**config.mk**
```make
export PLATFORM = sky130hd
export DESIGN_NAME = abro_sched_flat
export DESIGN_NICKNAME = d
export VERILOG_FILES = /design/src/rtl/abro_pkg.sv /design/src/rtl/abro_sched_if.sv /design/src/rtl/abro_sched_rr_arbiter.sv /design/src/rtl/abro_sched.sv /design/src/flat_wrapper.sv
export SDC_FILE = /design/constraint.sdc
export NUM_CORES = 1
export LEC_CHECK = 0
export ABC_AREA = 1
export CORE_MARGIN = 8
export CORE_UTILIZATION = 25
export CTS_CLUSTER_SIZE = 25
export DETAILED_ROUTE_END_ITERATION = 8
export PLACE_DENSITY = 0.47
export SETUP_SLACK_MARGIN = 0.05
export SLEW_MARGIN = 20
export SYNTH_ARGS = -nofsm -noshare
export SYNTH_HDL_FRONTEND = slang
export SYNTH_SLANG_ARGS = --single-unit
export TNS_END_PERCENT = 50
```
**constraint.sdc**
```tcl
create_clock -name clk -period 2.2 [get_ports clk]
set_input_delay 0.44 -clock clk [delete_from_list [all_inputs] [get_ports clk]]
set_output_delay 0.44 -clock clk [all_outputs]
set_load 0.02 [all_outputs]
```
**src/rtl/abro_pkg.sv**
```systemverilog
// rtl/abro_pkg.sv - shared types and constants for the ABRO sequence scheduler
//
// Purpose: controller state encoding, detector state constants S0..S3,
//          the TIMEOUT default and an index-width helper.
// Ports:   none (package).

package abro_pkg;

  // Default number of cycles a wait state may spend before aborting.
  localparam int unsigned TIMEOUT_DEFAULT = 16;

  // Detector state values reported on the state bus.
  localparam int unsigned S0 = 0;
  localparam int unsigned S1 = 1;
  localparam int unsigned S2 = 2;
  localparam int unsigned S3 = 3;

  typedef enum logic [3:0] {
    ST_IDLE     = 4'd0,
    ST_DRIVE_AB = 4'd1,
    ST_WAIT_S1  = 4'd2,
    ST_DRIVE_A  = 4'd3,
    ST_WAIT_S2  = 4'd4,
    ST_DRIVE_B  = 4'd5,
    ST_WAIT_S3  = 4'd6,
    ST_WAIT_S0  = 4'd7,
    ST_DONE     = 4'd8,
    ST_ERROR    = 4'd9
  } ctrl_state_t;

  // Width of an index into n entries, never less than one bit.
  function automatic int unsigned idx_w(input int unsigned n);
    return (n > 1) ? $clog2(n) : 1;
  endfunction

endpackage

```
**src/rtl/abro_sched_if.sv**
```systemverilog
// rtl/abro_sched_if.sv - requester / detector bundle for the ABRO scheduler
//
// Purpose: groups the request/grant lines, detector drive (A, B), detector
//          state feedback and the status outputs.
// Modports:
//   master - environment side: drives req and state, observes the rest.
//   slave  - scheduler side: receives req and state, drives gnt, A, B,
//            done, err, busy, run_count.

interface abro_sched_if #(
  parameter int unsigned NREQ = 4,
  parameter int unsigned SW   = 4
);

  logic [NREQ-1:0] req;
  logic [NREQ-1:0] gnt;
  logic            A;
  logic            B;
  logic [SW-1:0]   state;
  logic            done;
  logic            err;
  logic            busy;
  logic [7:0]      run_count;

  modport master (
    output req, state,
    input  gnt, A, B, done, err, busy, run_count
  );

  modport slave (
    input  req, state,
    output gnt, A, B, done, err, busy, run_count
  );

endinterface

```
**src/rtl/abro_sched_rr_arbiter.sv**
```systemverilog
// rtl/abro_sched_rr_arbiter.sv - round-robin arbiter for the ABRO scheduler
//
// Purpose: picks one requester, searching from (last granted + 1) mod NREQ.
// Ports:
//   clk    - clock, rising edge
//   reset  - asynchronous, active-low; pointer returns to NREQ-1 so index 0
//            wins first
//   req    - request vector
//   update - the current winner was accepted; remember it as last granted
//   gnt    - one-hot winner (combinational), zero when req is zero

module rr_arbiter
  import abro_pkg::*;
#(
  parameter int unsigned NREQ = 4
) (
  input  logic            clk,
  input  logic            reset,
  input  logic [NREQ-1:0] req,
  input  logic            update,
  output logic [NREQ-1:0] gnt
);

  localparam int unsigned PW = idx_w(NREQ);

  logic [PW-1:0] ptr_q;
  logic [PW-1:0] win_idx;
  logic          found;

  always_comb begin
    int cand;
    gnt     = '0;
    win_idx = ptr_q;
    found   = 1'b0;
    cand    = 0;
    for (int i = 0; i < int'(NREQ); i++) begin
      // ptr + 1 + i never exceeds 2*NREQ-1, so one wrap is enough.
      cand = int'(ptr_q) + 1 + i;
      if (cand >= int'(NREQ)) cand = cand - int'(NREQ);
      if (!found && req[cand]) begin
        found        = 1'b1;
        win_idx      = PW'(cand);
        gnt[cand]    = 1'b1;
      end
    end
  end

  always_ff @(posedge clk or negedge reset) begin
    if (!reset) begin
      ptr_q <= PW'(NREQ - 1);
    end else if (update && found) begin
      ptr_q <= win_idx;
    end
  end

endmodule

```
**src/rtl/abro_sched.sv**
```systemverilog
// rtl/abro_sched.sv - shares one ABRO detector among NREQ requesters
//
// Purpose: grants one requester at a time, walks the detector through
//          AB -> A -> B -> back to S0, and reports done, or err on timeout.
// Ports:
//   clk   - clock, rising edge
//   reset - asynchronous, active-low
//   bus   - abro_sched_if.slave: req in, state in; gnt, A, B (registered),
//           done, err, busy, run_count out

module abro_sched
  import abro_pkg::*;
#(
  parameter int unsigned NREQ    = 4,
  parameter int unsigned SW      = 4,
  parameter int unsigned TIMEOUT = TIMEOUT_DEFAULT
) (
  input  logic         clk,
  input  logic         reset,
  abro_sched_if.slave  bus
);

  localparam int unsigned CW = $clog2(TIMEOUT + 1);

  ctrl_state_t     state_q, state_d;
  logic [CW-1:0]   tmo_q;
  logic [NREQ-1:0] gnt_q;
  logic [NREQ-1:0] arb_gnt;
  logic [7:0]      run_q;
  logic            a_q, b_q, a_d, b_d;
  logic            grant_now;
  logic            in_wait;
  logic            tmo_hit;

  // Only start when the detector is parked in S0; otherwise the sequence
  // would begin from an unknown point.
  assign grant_now = (state_q == ST_IDLE) && (|bus.req) && (bus.state == SW'(S0));
  assign tmo_hit   = (tmo_q == CW'(TIMEOUT));
  assign in_wait   = (state_q == ST_WAIT_S1) || (state_q == ST_WAIT_S2) ||
                     (state_q == ST_WAIT_S3) || (state_q == ST_WAIT_S0);

  rr_arbiter #(.NREQ(NREQ)) u_arb (
    .clk    (clk),
    .reset  (reset),
    .req    (bus.req),
    .update (grant_now),
    .gnt    (arb_gnt)
  );

  // State register; A/B are registered from the next state so they line up
  // with the DRIVE_* states they belong to.
  always_ff @(posedge clk or negedge reset) begin
    if (!reset) begin
      state_q <= ST_IDLE;
      a_q     <= 1'b0;
      b_q     <= 1'b0;
    end else begin
      state_q <= state_d;
      a_q     <= a_d;
      b_q     <= b_d;
    end
  end

  // Next-state logic. Out-of-range detector values simply never match.
  always_comb begin
    state_d = state_q;
    case (state_q)
      ST_IDLE:     if (grant_now) state_d = ST_DRIVE_AB;
      ST_DRIVE_AB: state_d = ST_WAIT_S1;
      ST_WAIT_S1:  if (bus.state == SW'(S1)) state_d = ST_DRIVE_A;
                   else if (tmo_hit)         state_d = ST_ERROR;
      ST_DRIVE_A:  state_d = ST_WAIT_S2;
      ST_WAIT_S2:  if (bus.state == SW'(S2)) state_d = ST_DRIVE_B;
                   else if (tmo_hit)         state_d = ST_ERROR;
      ST_DRIVE_B:  state_d = ST_WAIT_S3;
      ST_WAIT_S3:  if (bus.state == SW'(S3)) state_d = ST_WAIT_S0;
                   else if (tmo_hit)         state_d = ST_ERROR;
      ST_WAIT_S0:  if (bus.state == SW'(S0)) state_d = ST_DONE;
                   else if (tmo_hit)         state_d = ST_ERROR;
      ST_DONE:     state_d = ST_IDLE;
      ST_ERROR:    state_d = ST_IDLE;
      default:     state_d = ST_IDLE;
    endcase
  end

  // Output logic.
  always_comb begin
    a_d = (state_d == ST_DRIVE_AB) || (state_d == ST_DRIVE_A);
    b_d = (state_d == ST_DRIVE_AB) || (state_d == ST_DRIVE_B);
  end

  // Grant holder, wait-state timer and completion counter.
  always_ff @(posedge clk or negedge reset) begin
    if (!reset) begin
      gnt_q <= '0;
      tmo_q <= '0;
      run_q <= 8'd0;
    end else begin
      if (grant_now) begin
        gnt_q <= arb_gnt;
      end else if ((state_q == ST_DONE) || (state_q == ST_ERROR)) begin
        gnt_q <= '0;
      end

      // Any state change restarts the timer, so each wait begins at zero.
      if (state_d != state_q) begin
        tmo_q <= '0;
      end else if (in_wait && !tmo_hit) begin
        tmo_q <= tmo_q + 1'b1;
      end

      if ((state_d == ST_DONE) && (state_q != ST_DONE) && (run_q != 8'hFF)) begin
        run_q <= run_q + 8'd1;
      end
    end
  end

  assign bus.gnt       = gnt_q;
  assign bus.A         = a_q;
  assign bus.B         = b_q;
  assign bus.done      = (state_q == ST_DONE);
  assign bus.err       = (state_q == ST_ERROR);
  assign bus.busy      = (state_q != ST_IDLE);
  assign bus.run_count = run_q;

endmodule

```
**src/flat_wrapper.sv**
```systemverilog
// flat-port wrapper written by rule: the top's interface ports become plain ports
module abro_sched_flat import abro_pkg::*;
#(
  parameter int unsigned NREQ    = 4,
  parameter int unsigned SW      = 4,
  parameter int unsigned TIMEOUT = TIMEOUT_DEFAULT
)
  (clk, reset, bus_req, bus_state, bus_gnt, bus_A, bus_B, bus_done, bus_err, bus_busy, bus_run_count);
  abro_sched_if #(.NREQ(NREQ), .SW(SW)) bus_i ();
  input  logic clk;
  input  logic reset;
  input wire logic [$bits(bus_i.req)-1:0] bus_req;
  input wire logic [$bits(bus_i.state)-1:0] bus_state;
  output wire logic [$bits(bus_i.gnt)-1:0] bus_gnt;
  output wire logic [$bits(bus_i.A)-1:0] bus_A;
  output wire logic [$bits(bus_i.B)-1:0] bus_B;
  output wire logic [$bits(bus_i.done)-1:0] bus_done;
  output wire logic [$bits(bus_i.err)-1:0] bus_err;
  output wire logic [$bits(bus_i.busy)-1:0] bus_busy;
  output wire logic [$bits(bus_i.run_count)-1:0] bus_run_count;
  assign bus_i.req = bus_req;
  assign bus_i.state = bus_state;
  assign bus_gnt = bus_i.gnt;
  assign bus_A = bus_i.A;
  assign bus_B = bus_i.B;
  assign bus_done = bus_i.done;
  assign bus_err = bus_i.err;
  assign bus_busy = bus_i.busy;
  assign bus_run_count = bus_i.run_count;
  abro_sched #(.NREQ(NREQ), .SW(SW), .TIMEOUT(TIMEOUT)) u_core (.clk(clk), .reset(reset), .bus(bus_i));
endmodule
```
==> results of run 1 <==
==> metrics by stage <==
step	power, uW	hold slack [ps]
2_1_floorplan	2180	144
3_3_place_gp	2590	508
3_5_place_dp	2590	517
4_1_cts	2880	531
5_1_grt	3210	559
6_report	2890	520
==> worst max path at each step <==
stage / from / end / slack [ps] / cells after the start
after floorplan: u_core.u_arb.ptr_q[0]$_DFFE_PN1P_ / u_core.u_arb.ptr_q[0]$_DFFE_PN1P_ / 130 / 13
after global placement: u_core.u_arb.ptr_q[1]$_DFFE_PN1P_ / u_core.bus.gnt[2]$_DFFE_PN0P_ / 140 / 13
after detailed placement: u_core.u_arb.ptr_q[1]$_DFFE_PN1P_ / u_core.bus.gnt[2]$_DFFE_PN0P_ / 110 / 13
after CTS: u_core.state_q[1]$_DFF_PN0_ / bus_done / 30 / 4
after global routing: u_core.u_arb.ptr_q[1]$_DFFE_PN1P_ / u_core.bus.gnt[2]$_DFFE_PN0P_ / 20 / 13
final: u_core.state_q[2]$_DFF_PN0_ / bus_busy / 180 / 3
==> worst max-delay path, delay by kind of cell, from the launching register on <==
kind	cells	cell delay [ps]
flip-flops	1	450
AND/OR/NAND/NOR	2	300
buffers and inverters	1	570
==> layout by cell type (no fill, tap or decap), types with 2 or more instances in the layout <==
cell	n
a21oi_1	3
buf_4	3
clkbuf_8	3
clkdlybuf4s50_1	24
dfrtp_1	23
dfstp_2	2
ha_1	7
inv_1	30
inv_2	4
inv_4	3
mux2_2	2
nand2_1	84
nand2_2	10
nand2_4	9
nand3_1	16
nand3_2	5
nand3b_1	2
nand4_1	8
nor2_1	34
nor2_2	5
nor3_1	3
nor3_2	2
o21ai_0	2
o21ai_1	4
o21ai_2	2
xnor2_1	2
xor2_1	10
==> what timing repair did <==
action / in CTS / in global routing
resized for setup: 1 / 3
pin swaps: 0 / 0
setup endpoints to repair: 2 / 7
==> cell families (layout without fill, tap and decap cells) <==
logic type / count (synthesis) / in the layout / share of synthesized area [%]
simple gates: 179 / 179 / 44.0
buf+inv: 39 / 70 / 8.79
flops: 25 / 25 / 31.1
compound gates: 14 / 14 / 4.89
xor+xnor: 12 / 12 / 5.20
fa+ha+maj: 8 / 8 / 4.95
mux: 2 / 2 / 1.11
==> registers in the layout, summed over array words and instances, names as in the netlist <==
signal,flops
u_core.tmo_q,5
u_core.bus.B,1
u_core.bus.gnt,4
u_core.bus.A,1
u_core.u_arb.ptr_q,2
u_core.bus.run_count,8
u_core.state_q,4
==> final cells by class <==
class / count / share of cell area [%]
Sequential cell: 25 / 25.5
Inverter: 37 / 5.95
Tap cell: 102 / 5.18
Timing Repair Buffer: 29 / 11.5
Multi-Input combinational cell: 215 / 49.8
Clock inverter: 1 / 0.305
Clock buffer: 3 / 1.68
==> metal layers <==
metal / vias up / share of wire (%)
li1: 936 / -
met1: 798 / 52
met4: 0 / 0.86
met5: - / 0
met3: 2 / 4.5
met2: 31 / 43
==> where the power goes <==
group          internal (uW)  switching (uW)
Sequential               563            98.9
Combinational            684            1260
Clock                    128             155
Total                   1370            1510
==> results.json, run 1 <==
{
  "status": "complete, no violations",
  "synth_cell_types": 30,
  "cp-end-kind": "output pin",
  "antenna_found_initial": 0,
  "cp_max_fo": 4,
  "cts_tree": "built",
  "post-synth-top-area-cell": "dfrtp_1",
  "n_antenna_cell": 0,
  "rr_endpoint": "u_core.bus.gnt[2]$_DFFE_PN0P_",
  "dp_slack_ps": 107,
  "met2_usage_pct": 13.5,
  "io_buffers": 26,
  "required_ps": 1760,
  "r2r_start": "u_core.u_arb.ptr_q[1]$_DFFE_PN1P_",
  "yosys_warnings": 0,
  "synth_seq_cells": 25,
  "skew_ps": 3.39,
  "synthTopCellsByArea": "dfrtp_1 (28%), nand2_1 (16%), nor2_1 (6.3%), inv_1 (5.6%), nand2_4 (5.0%)",
  "path_class": "flip-flop to output pin",
  "syn_inst": 279,
  "hold_viol": 0,
  "worstPathArrival_ps": 1580,
  "first_pass_iters": 4,
  "p_leak_uw": 0.00127,
  "tightestPinTransition_ps": 332,
  "gp_congestion": 0.808,
  "r2r_setup_slack_ps": 230,
  "cts_root_buf": "clkbuf_8",
  "row_count": 32,
  "min_path_cells": 1,
  "slew_headroom_pct": 77.7,
  "start_util_pct": 26.0,
  "grt_max_degree": 26,
  "clkTransAtPathRegs_ps": 90,
  "drv_slew": 0,
  "grt.overflow.total": 0,
  "grt_use_met1_pct": 12.1,
  "ant_nets": 0,
  "dpl_cell_area_um2": 2400,
  "setup_viol": 0,
  "pin_count": 27,
  "cp_slowest_cell": "clkdlybuf4s50_1",
  "cts_buffers": 3,
  "synth_area_um2": 2020,
  "wl_um": 4640,
  "async_flop_share_pct": 100,
  "stdcell_count": 412,
  "max_stage_delay_ps": 570,
  "r2r_cells": 13,
  "num_vias": 1767,
  "dr.first_iter.drc_count": 52,
  "synth_common_cells": "nand2_1 (84), nor2_1 (34), inv_1 (30), dfrtp_1 (23), nand3_1 (16)",
  "drc_errors": 0,
  "die_w_um": 106,
  "holdPathEnd": "u_core.bus.run_count[3]$_DFFE_PN0P_",
  "syn_nets": 297,
  "synth_flop_cell": "dfrtp_1",
  "grt_use_met3_pct": 2.05,
  "yosysTopAreaCellShare_pct": 28.5,
  "via_per_inst": 4.29,
  "synth_edf_count": 0,
  "avgSynthCellArea_um2": 7.24,
  "grt.busiest_layer": "met2",
  "cts_max_level": 1,
  "drive_gt1_share_pct": 17.7,
  "ys_seq_area_share_pct": 31.1,
  "hp-class": "flip-flop to flip-flop",
  "nets": 329,
  "grt_usage_pct": 8.78,
  "final_core_util_pct": 31.7,
  "n_fill_cell": 879,
  "startpoint_type": "flip-flop",
  "path_cells": "nor2_1 -> nand3_2 -> clkdlybuf4s50_1",
  "finalWorstSetupSlack_ps": 180,
  "grt_first_pass_wirelength_um": 8360,
  "hold_buffers": 0,
  "fp.dieH_um": 106,
  "cts_num_sinks": 25,
  "cts_setup_buffers": 0,
  "coreArea_um2": 7770,
  "wl_per_cell_um": 11.3,
  "period_minus_slack_ps": 2020,
  "finish.instance_area_um2": 2460,
  "register_area_um2": 628,
  "max-vdd-ir-drop_v": 0.000717,
  "grt_pass1_vias": 1771,
  "drv_cap": 0,
  "rsz0062_at_grt": "yes",
  "dp_hpwl_um": 3740,
  "dieArea_um2": 11200,
  "synth_most_common_cell": "nand2_1",
  "final.setup.tns_ps": 0,
  "clk_path_buf_depth": 2,
  "period_share_pct": 91.8,
  "min_from": "u_core.bus.run_count[3]$_DFFE_PN0P_",
  "area_growth_pct": 21.9,
  "worstSkewPairLatency_ps": 270,
  "dp_cells": 408,
  "timing.fmax_mhz": 495,
  "multi_input_area_um2": 1230,
  "p_per_area_nw_per_um2": 1170
}
No activity file was read; power rests on OpenSTA's default activity.
==> run 2, diff against run 1 <==
CTS_CLUSTER_DIAMETER = 200   (was not set)
SLEW_MARGIN = not set   (was 20)
==> results of run 2 <==
Final layout, timing and power as in run 1 (identical DEF).
==> run 3, diff against run 2 <==
TNS_END_PERCENT = 20   (was 50)
==> results of run 3 <==
Final layout, timing and power as in run 1 (identical DEF).
